--- config.mk ---
export PLATFORM = sky130hd
export DESIGN_NAME = inv_softplus
export DESIGN_NICKNAME = d
export VERILOG_FILES = /design/src/rtl/inv_softplus.sv
export SDC_FILE = /design/constraint.sdc
export NUM_CORES = 1
export LEC_CHECK = 0
export CAP_MARGIN = 20
export CORE_ASPECT_RATIO = 1.4
export CORE_MARGIN = 3
export CORE_UTILIZATION = 54
export CTS_CLUSTER_DIAMETER = 120
export CTS_CLUSTER_SIZE = 25
export DETAILED_ROUTE_END_ITERATION = 16
export GPL_ROUTABILITY_DRIVEN = 0
export PLACE_DENSITY = 0.78
export SYNTH_ARGS = -nofsm -noshare
export SYNTH_HDL_FRONTEND = slang
export SYNTH_SLANG_ARGS = --single-unit
export TNS_END_PERCENT = 30
--- constraint.sdc ---
create_clock -name clk -period 2.5 [get_ports clk]
set_clock_uncertainty 0.15 [all_clocks]
set_input_delay 0.25 -clock clk [delete_from_list [all_inputs] [get_ports clk]]
set_output_delay 0.25 -clock clk [all_outputs]
set_load 0.05 [all_outputs]
--- src/rtl/inv_softplus.sv ---
// Inverse softplus on signed Q7.8 samples: x = y - c(y), where c comes from a small correction table.
// Latency: 2 cycles from presentation (edge 1 loads S1, edge 2 loads S2); one sample per cycle sustained.
// Backpressure: S2 stalls while out_ready=0; S1 absorbs one more sample, then in_ready drops.
module inv_softplus #(
  parameter int CNT_W = 8
) (
  input  logic             clk,
  input  logic             rst,
  input  logic             in_valid,
  output logic             in_ready,
  input  logic [15:0]      in_data,
  output logic             out_valid,
  input  logic             out_ready,
  output logic [15:0]      out_data,
  output logic             out_err,
  input  logic             err_clr,
  output logic [CNT_W-1:0] err_count
);

  localparam logic [CNT_W-1:0] CNT_MAX = '1;

  // Stage 1 state
  logic        s1_valid;
  logic [15:0] s1_y;
  logic [15:0] s1_c;
  logic        s1_err;

  // Input decode
  logic [6:0]  ipart;
  logic [1:0]  fpart;
  logic [15:0] corr;
  logic        dom_err;
  logic        ld2;
  logic        accept;
  logic [15:0] diff;
  logic [15:0] result;

  assign ipart   = in_data[14:8];
  assign fpart   = in_data[7:6];
  assign dom_err = in_data[15] | (in_data == 16'h0000);

  // S2 can take a new value when it is empty or is being drained this cycle
  assign ld2      = !out_valid || out_ready;
  assign in_ready = !s1_valid || ld2;
  assign accept   = in_valid && in_ready;

  // Correction term: fine steps below 1.0, coarse steps by integer part above, zero from 6.0 upward
  always_comb begin
    corr = 16'h0000;
    case (ipart)
      7'd0: begin
        case (fpart)
          2'd0:    corr = 16'h0224;
          2'd1:    corr = 16'h0129;
          2'd2:    corr = 16'h00C4;
          default: corr = 16'h008A;
        endcase
      end
      7'd1:    corr = 16'h0041;
      7'd2:    corr = 16'h0016;
      7'd3:    corr = 16'h0008;
      7'd4:    corr = 16'h0003;
      7'd5:    corr = 16'h0001;
      default: corr = 16'h0000;
    endcase
  end

  // A 16-bit wrapping subtract gives exactly the low 16 bits of the 17-bit signed difference;
  // legal (non-negative, non-zero) y never overflows, and errored samples are overridden anyway.
  assign diff   = s1_y - s1_c;
  assign result = s1_err ? 16'h8000 : diff;

  // Stage 1: capture operand, correction and error flag; empties when S2 takes the sample
  always_ff @(posedge clk or posedge rst) begin
    if (rst) begin
      s1_valid <= 1'b0;
      s1_y     <= 16'h0000;
      s1_c     <= 16'h0000;
      s1_err   <= 1'b0;
    end else if (accept) begin
      s1_valid <= 1'b1;
      s1_y     <= in_data;
      s1_c     <= corr;
      s1_err   <= dom_err;
    end else if (ld2) begin
      s1_valid <= 1'b0;
    end
  end

  // Stage 2: registered result; holds steady while downstream stalls
  always_ff @(posedge clk or posedge rst) begin
    if (rst) begin
      out_valid <= 1'b0;
      out_data  <= 16'h0000;
      out_err   <= 1'b0;
    end else if (ld2) begin
      out_valid <= s1_valid;
      if (s1_valid) begin
        out_data <= result;
        out_err  <= s1_err;
      end
    end
  end

  // Saturating count of accepted domain-error samples; clear wins over a coincident increment
  always_ff @(posedge clk or posedge rst) begin
    if (rst) begin
      err_count <= '0;
    end else if (err_clr) begin
      err_count <= '0;
    end else if (accept && dom_err && (err_count != CNT_MAX)) begin
      err_count <= err_count + 1'b1;
    end
  end

endmodule

==> results <==
## worst max-delay path, delay by kind of cell (launching register included)
family	cells	cell delay, ns
flops	1	0.42
fa+ha+maj	2	0.63
compound gates	3	0.73
simple gates	2	0.25
## final cells by class
| type | count | area [sq um] | area share (%) |
|---|---|---|---|
| multi-input combinational | 214 | 1509 | 41.54 |
| tap | 66 | 82.58 | 2.274 |
| clock buffer | 6 | 82.58 | 2.274 |
| sequential | 54 | 1351 | 37.20 |
| inverter | 19 | 71.32 | 1.963 |
| timing repair buffer | 56 | 535.5 | 14.74 |
## power breakdown
part | internal (mW) | switching, mW | total, mW | leakage [nW]
combinational | 0.361 | 0.601 | 0.962 | 0.732
sequential | 0.992 | 0.0901 | 1.08 | 0.689
clock | 0.215 | 0.270 | 0.485 | 0.0431
total | 1.57 | 0.961 | 2.53 | 1.46
## cells in the final DEF (no fill, tap or decap), types with 3 or more instances in the layout
cell             netlist  layout
o31ai_1                4       4
ha_1                  12      12
a21oi_1               11      11
o41ai_1                3       3
a211oi_1               3       3
nand2b_1               7       7
dfrtp_1               54      54
o22ai_1                4       4
nand3b_1               3       3
o211ai_1               6       6
buf_4                  1      10
mux2_2                11      11
nor2_1                14      14
nand4_1                3       3
clkbuf_8               0       6
xnor2_1                9       9
o21ai_0               19      19
nor3_1                11      11
clkdlybuf4s50_1        0      46
nand2_1               33      33
a32o_1                 3       3
nor4_1                 3       3
inv_1                 19      18
or3_1                  8       8
nand3_1                8       8
## layer usage
metal  global-route usage [%]  wire, microns
met1                    27.60           2723
met2                    41.88           3812
met4                    6.179             55
met5                        0              0
met3                    3.952            230
## timing repair
item / in CTS / in global routing
hold buffers: 0 / 0
hold endpoints to repair: 0 / 0
endpoints found under the setup margin: 0 / 1
gates resized for setup: 0 / 1
## worst paths after layout
kind                                  start     endpoint  slack (ns)
worst max-delay path                s1_c[0]  out_data[8]        0.20
worst min-delay path                    rst      s1_y[4]        0.29
worst max register to register      s1_c[0]  out_data[8]        0.20
worst min register to register  out_data[4]  out_data[4]        0.33
max in group asynchronous               rst      s1_y[5]        1.45
min in group clk                out_data[4]  out_data[4]        0.33
## registers in the layout, summed over array words and instances (netlist names)
| name | count |
|---|---|
| s1_c | 10 |
| s1_y | 16 |
| s1_valid | 1 |
| s1_err | 1 |
| out_err | 1 |
| out_data | 16 |
| err_count | 8 |
| out_valid | 1 |
## cell families after synthesis
family	count (synthesis)	synth area share [%]
AND/OR/NAND/NOR	104	19.21
AO/OA/AOI/OAI	75	18.12
flip-flops	54	45.21
buffers and inverters	32	4.395
adder cells (fa/ha/maj)	13	5.693
XOR/XNOR	11	3.223
multiplexers	11	4.144
## stage by stage
step	power [mW]	setup TNS [ns]	area, sq um
2_1_floorplan	1.743	0	2989
3_3_place_gp	2.037	0	3547
3_5_place_dp	2.061	0	3547
4_1_cts	2.543	0	3630
5_1_grt	2.670	-0.005928	3632
6_report	2.529	0	3632
==> flow_metrics.py <==
metrics = {
    "power": {
        "p_leak_nw": 1.464,
        "ir_drop_v": 0.0004660,
        "pwr_density_cell_mw_per_mm2": 696.2,
    },
    "detailed_routing": {
        "first_pass_iters": 4,
        "vias_per_cell": 5.920,
        "drc": 0,
        "via_count": 2457,
        "first_iter_violations": 137,
        "wl_microns": 6821,
        "wl_per_cell_microns": 16.44,
        "ant_nets": 0,
    },
    "synth": {
        "netlist_area_sq_mm": 0.002989,
        "ys_seq_area_share_pct": 45.21,
        "ys.flop_type": "dfrtp_1",
        "synth.largest_area_cell": "dfrtp_1",
        "synth_fp_nets": 334,
        "ys_top_cells_by_area": "dfrtp_1 45%, ha_1 5.0%, nand2_1 4.1%",
        "synthDistinctLibCells": 56,
        "ys_ff_latch": 54,
        "yosys-top-cells-count": "54 x dfrtp_1, 33 x nand2_1, 19 x inv_1, 19 x o21ai_0, 14 x nor2_1",
        "async_reset_ff_share_pct": 100.0,
        "yosysTopAreaCellShare_pct": 45.21,
        "synthCells": 300,
        "avgSynthCellArea_sq_um": 9.964,
        "yosysMostFrequentCell": "dfrtp_1",
        "synth_edf_count": 0,
        "yosys_warnings": 0,
    },
    "setup_path": {
        "max_stage_delay_ns": 0.43,
        "start_kind": "register",
        "worstPathArrival_ns": 2.34,
        "endpoint_kind": "register",
        "path_common_cell": "o2111a_1",
        "ff2ff_path_depth": 7,
        "crit_chain": "ha_1 > fa_1 > nor2b_2 > o2111a_1 > nor3_1 > o2111a_1 > a221o_1",
        "crit_fanout": 3,
        "crit_slowest_cell": "fa_1",
        "worstPathRequired_ns": 2.55,
        "worstSetupPathType": "register to register",
    },
    "die": {
        "die-area_sq_mm": 0.006477,
        "die_y_microns": 94.03,
        "fp-row-count": 31,
        "core_area_sq_mm": 0.005275,
        "io_pins": 48,
        "die_w_microns": 68.88,
        "start_util_pct": 56.67,
    },
    "job": {
        "cap_violations": 0,
    },
    "global_routing": {
        "grtUsageTotal_pct": 23.23,
        "grt_pass1_vias": 2357,
        "grt_max_degree": 55,
        "antenna_found_initial": 0,
        "grt_overflow": 0,
        "grt_first_pass_wirelength_microns": 11320,
    },
    "clock_network": {
        "cts_buffer_depth": 2,
        "cts_root_buf": "clkbuf_8",
        "worstSkewPairLatency_ns": 0.30,
        "cts_max_level": 2,
        "cts_made_buffers": 5,
        "cts_tree": "yes",
        "cts_num_sinks": 54,
        "post_cts_buffers": 0,
        "path_clk_slew_ns": 0.10,
    },
    "status": {
        "status": "finished, final reports clean",
    },
    "sta": {
        "worst_pin_slew_ns": 0.6866,
        "fmax_mhz": 435.0,
        "slew_violations": 0,
        "setup_viol": 0,
        "period_minus_slack_ns": 2.299,
        "slew_headroom_pct": 54.23,
        "hold_violations": 0,
        "hold_slack_ns": 0.2866,
        "setup_slack_ns": 0.2013,
        "period_share_pct": 91.95,
    },
    "place": {
        "post-place-ws_ns": 0.1449,
        "dp_cells": 409,
        "dp_hpwl_microns": 5145,
        "port_buffers": 47,
    },
    "finish": {
        "postLayoutCoreUtil_pct": 68.86,
        "layoutNonFillerInstCount": 415,
        "syn2layout_area_growth_pct": 21.52,
        "fillers": 452,
        "drive_above_1_share_pct": 10.89,
        "nets": 384,
        "antenna_cells": 0,
    },
    "min_path": {
        "hp-class": "primary input to asynchronous set/reset pin",
    },
}
(Power assumes the default switching activity.)
==> RTL edit 1 (config.mk and constraints unchanged) <==
Make the reset (`rst`) synchronous in 3 clocked blocks.
--- a/src/rtl/inv_softplus.sv
+++ b/src/rtl/inv_softplus.sv
@@ -71,7 +71,7 @@
   assign result = s1_err ? 16'h8000 : diff;
 
   // Stage 1: capture operand, correction and error flag; empties when S2 takes the sample
-  always_ff @(posedge clk or posedge rst) begin
+  always_ff @(posedge clk) begin
     if (rst) begin
       s1_valid <= 1'b0;
       s1_y     <= 16'h0000;
@@ -88,7 +88,7 @@
   end
 
   // Stage 2: registered result; holds steady while downstream stalls
-  always_ff @(posedge clk or posedge rst) begin
+  always_ff @(posedge clk) begin
     if (rst) begin
       out_valid <= 1'b0;
       out_data  <= 16'h0000;
@@ -103,7 +103,7 @@
   end
 
   // Saturating count of accepted domain-error samples; clear wins over a coincident increment
-  always_ff @(posedge clk or posedge rst) begin
+  always_ff @(posedge clk) begin
     if (rst) begin
       err_count <= '0;
     end else if (err_clr) begin
Function: differs if rst is asserted again (counterexample within 4 cycles, from zero or initial values and one cycle with rst high); with rst held inactive, the same outputs for 10 cycles.
==> RTL edit 1 against the unedited design <==
  * Fmax is 2.1% lower
  * Utilization rose by 1.1 points
  * Sequential cell count is the same
  * Routed wire length decreased by 4.7%
  * Sequential share of layout area down 6.0 points
  * Synthesized area shrank 5.2%
  * Die area fell by 4.8%
  * Final area down 4.5%
  * Worst setup slack got worse by 0.049 ns
  * Critical endpoint is now out_data[6]
Power is not compared: it rests on default switching activity, and its combinational part moved more than twofold at a synthesized area within 25%.
==> RTL edit 1: results (changes against the unedited design) <==
sta:
  post-route-min-period_ns: 2.35  # +0.0488 ns
  relSlewSlack_pct: 59.4  # +5.1 points
global_route:
  grt_use_total_pct: 23.4  # +0.16 points
  use_met1_pct: 29.0  # +1.4 points
  grt_pass1_wl_um: 11400  # +0.36%
  gr-usage-met3_pct: 4.78  # +0.83 points
  grtUsageMet2_pct: 38.5  # -3.4 points
  grt_max_degree: 41  # -25%
  grt_pass1_vias: 2467  # +4.7%
place:
  place_ws_ns: 0.189  # +0.0442 ns
  place_area_um2: 3370  # -5.0%
  dp.final_hpwl_um: 5070  # -1.5%
  portBuffers: 47  # unchanged
critical_path:
  arrival_ns: 2.39  # +0.05 ns
  worst_setup_path_end_kind: "flop"
  timing.rr.end: "out_data[6]"
  reg2reg_depth: 8  # +1
  r2r_start: "s1_y[0]"
  cp_max_fo: 4  # +1
  critPathLaunchType: "flop"
  cpLargestDelayFamily: "adder cells"
  critPathMaxStageDelay_ns: 0.38  # -0.05 ns
  regToRegSetupSlack_ns: 0.15  # -0.05 ns
drt:
  num_vias: 2649  # +7.8%
  drt_iter0_markers: 134  # -2.2%
  wl_per_cell_um: 14.2  # -14%
cts:
  clock_path_buffers: 2  # unchanged
  clk_pin_slew_ns: 0.09
  clock_latency_ns: 0.31
logic_synthesis:
  synth_seq_area_share_pct: 38.2  # -7.0 points
  synth_common_cells: "nand2_1 (56), dfxtp_1 (54), a21oi_1 (41), nor2_1 (26), inv_1 (16)"
  yosys.cell_types.count: 53  # -5.4%
  synth_area_leaders: "dfxtp_1 (38%), nand2_1 (7.4%), a21oi_1 (7.2%), ha_1 (5.3%), nor2_1 (3.4%)"
  synth_nets: 382  # +14%
  async_reset_ff_share_pct: 0  # -100 points
status:
  status: "complete, no violations"
power:
  p_int_w: 0.00125
  irDropWorstVdd_mv: 0.337
min_path:
  min_path_type: "reg2reg"
finish:
  final_nets: 427  # +11%
  drive_gt1_share_pct: 7.61  # -3.3 points
  fillCellCount: 432  # -4.4%
floorplanning:
  coreArea_um2: 4950  # -6.1%
==> RTL edit 1: changes by cell type in the layout (fill, tap and decap cells not counted), moves of 9 or more <==
| cell | unedited run | this run |
|---|---|---|
| nand2_1 | 33 | 56 |
| o21ai_0 | 19 | 10 |
| dfxtp_1 | 0 | 54 |
| mux2_2 | 11 | 1 |
| nor2_1 | 14 | 26 |
| a21oi_1 | 11 | 39 |
| dfrtp_1 | 54 | 0 |
==> RTL edit 1: area by class of cell <==
| type | instances | share of cell area, % |
|---|---|---|
| clock inverters | 2 | 0.505 |
| clock buffers | 6 | 2.09 |
| inverters | 16 | 1.73 |
| well taps | 64 | 2.31 |
| multi-input cells | 259 | 46.5 |
| repair buffers | 57 | 15.7 |
| flip-flops and latches | 54 | 31.2 |
==> RTL edit 1: worst min-delay path: stages, from the launching register on <==
cell and delay [ns]:
dfxtp_1 0.32, nand2_1 0.05, a21oi_1 0.05
==> RTL edit 1: timing repair <==
item	CTS	global route
hold buffers	0	0
setup endpoints to repair	0	3
resized for setup	0	2
==> RTL edit 1: kinds of logic (layout without fill, tap and decap cells) <==
| logic type | after synthesis | after routing | synth area share, % |
|---|---|---|---|
| xor+xnor | 7 | 7 | 2.16 |
| flops | 54 | 54 | 38.2 |
| mux | 2 | 2 | 0.751 |
| buf+inv | 35 | 81 | 5.17 |
| simple gates | 151 | 151 | 28.0 |
| compound gates | 86 | 86 | 19.8 |
| fa+ha+maj | 13 | 13 | 6.01 |
==> RTL edit 1: how the worst min path moves through the flow <==
stage | start | endpoint | slack [ns] | depth (start not counted)
final | out_data[4] | out_data[4] | 0.31 | 2
after global routing | out_data[4] | out_data[4] | 0.34 | 2
after CTS | out_data[4] | out_data[4] | 0.31 | 2
after detailed placement | out_data[4] | out_data[4] | 0.30 | 2
after global placement | out_data[12] | out_data[12] | 0.29 | 2
after floorplan | in_valid | s1_valid | 0.23 | 2
==> RTL edit 1: routing by layer <==
metal | up-vias | wire, um
li1 | 1348 | -
met1 | 1206 | 2810
met2 | 81 | 3180
met3 | 14 | 333
met4 | 0 | 179
met5 | - | 0
==> RTL edit 1: per-stage QoR <==
step                std cells  util, %
floorplan                 348        -
global placement          450     68.0
detailed placement        450     68.0
CTS                       458     69.8
global route              458     70.0
finish                    458     70.0
==> RTL edit 1: power by group through the flow <==
stage | sequential (W) | combinational, W | clock [W]
2_1_floorplan | 0.000988 | 0.000203 | 0
3_3_place_gp | 0.000938 | 0.000385 | 0
3_5_place_dp | 0.000939 | 0.000390 | 0
4_1_cts | 0.000919 | 0.000392 | 0.000504
5_1_grt | 0.000924 | 0.000435 | 0.000536
6_report | 0.000919 | 0.000396 | 0.000493
==> RTL edit 2 (same flow settings) <==
Made on the original files. `CNT_W`: 8 -> 6.
--- a/src/rtl/inv_softplus.sv
+++ b/src/rtl/inv_softplus.sv
@@ -2,7 +2,7 @@
 // Latency: 2 cycles from presentation (edge 1 loads S1, edge 2 loads S2); one sample per cycle sustained.
 // Backpressure: S2 stalls while out_ready=0; S1 absorbs one more sample, then in_ready drops.
 module inv_softplus #(
-  parameter int CNT_W = 8
+  parameter int CNT_W = 6
 ) (
   input  logic             clk,
   input  logic             rst,
Interface: changed (resized err_count); port bits go from 48 to 46. No check against the original RTL was run, so the function may have changed too.
==> RTL edit 2 against the unedited design <==
  * Synthesized area decreased by 4.8%
  * Via count shrank 1.5%
  * Routed wire length is 6.6% lower
  * Sequential cell count fell by 2
  * Critical path type unchanged
  * Utilization is 2.9 points higher
  * Worst setup slack improved by 0.051 ns
  * Power increased by 5.5%
  * Final area decreased by 2.1%
  * Count of clock-buffer cells in the layout is 1 lower
==> RTL edit 2: results (changes against the unedited design) <==
critical_path:
  critPathMaxStageDelay_ns: 0.41  # -0.02 ns
  cp-endpoint: "out_data[12]"
  regToRegSetupSlack_ns: 0.25  # +0.05 ns
  slowest_stage: "dfrtp_1"
logic_synthesis:
  synthXorXnorAreaFrac_pct: 1.23  # -2.0 points
  synth_area_leaders: "dfrtp_1 (46%), nand2_1 (8.3%), ha_1 (5.3%), o21ai_0 (2.6%), a21oi_1 (2.1%)"
  muxShareOfSynthArea_pct: 1.89  # -2.3 points
  synth_seq_area_share_pct: 45.7  # +0.51 points
  synthAdderAreaFrac_pct: 5.98  # +0.29 points
  synth_compound_area_share_pct: 18.0  # -0.15 points
  synth_common_cells: "nand2_1 (63), dfrtp_1 (52), inv_1 (16), o21ai_0 (15)"
finish:
  n_all_buffers: 55  # -1.8%
  drive_gt1_share_pct: 9.12  # -1.8 points
  area_growth_pct: 24.9
  fillCellCount: 398  # -12%
  buf_share_pct: 15.4  # +0.67 points
  final-seq-area_um2: 1300  # -3.7%
  final_nets: 385  # +0.26%
  seq_cells: 52  # -3.7%
  multi_input_gates: 221  # +3.3%
  nNonClkInverters: 16  # -3
  clkCellAreaFrac_pct: 3.62  # +1.4 points
global_route:
  grt_use_total_pct: 23.0  # -0.27 points
  grt_pass1_vias: 2372  # +0.64%
  grtUsageMet2_pct: 37.5  # -4.4 points
  gr-usage-met3_pct: 4.41  # +0.46 points
  grt_pass1_wl_um: 11000  # -3.0%
  use_met1_pct: 29.7  # +2.1 points
  grt_max_degree: 37  # -33%
power:
  p_per_area_nw_per_um2: 750  # +7.7%
  leakagePower_nw: 1.54  # +4.9%
  irDropWorstVdd_mv: 0.440  # -5.7%
  clkPwrFrac_pct: 24.9  # +5.7 points
  p_sw_w: 0.000949  # -1.2%
place:
  place_area_um2: 3430  # -3.4%
  dp.final_hpwl_um: 4770  # -7.3%
  place_ws_ns: 0.153  # +0.00854 ns
status:
  status: "complete, no violations"
drt:
  post_drt_via_cell_ratio: 5.83  # -1.5%
  wl_met3_um: 259  # +13%
  drt-met1-wl_um: 2740  # +0.44%
  wl_met2_um: 3250  # -15%
  wl_per_cell_um: 15.4  # -6.6%
  drt_iter0_markers: 170  # +24%
sta:
  fmax_mhz: 445  # +2.3%
  worstMarginPinSlew_ns: 0.919  # +0.232 ns
## RTL edit 2: cell count changes in the layout (fill, tap and decap cells not counted), sizes merged, moves of 4 or more
| cell | before | now |
|---|---|---|
| nor2b | 1 | 5 |
| nor2 | 14 | 9 |
| nand2 | 33 | 63 |
| a22o | 0 | 4 |
| mux2 | 11 | 3 |
| o21ai | 20 | 16 |
| a31oi | 1 | 5 |
| o211ai | 7 | 3 |
| xnor2 | 9 | 3 |
## RTL edit 2: logic make-up (layout without fill, tap and decap cells)
logic type / Yosys count / after routing
simple gates: 128 / 128
compound gates: 71 / 71
flops: 52 / 52
buf+inv: 28 / 78
fa+ha+maj: 13 / 13
mux: 5 / 5
xor+xnor: 4 / 4
## RTL edit 2: through the flow
step | instances | hold WS [ns]
6_report | 415 | 0.101
5_1_grt | 415 | 0.133
4_1_cts | 415 | 0.115
3_5_place_dp | 408 | 0.320
3_3_place_gp | 408 | 0.311
2_1_floorplan | 301 | 0.197
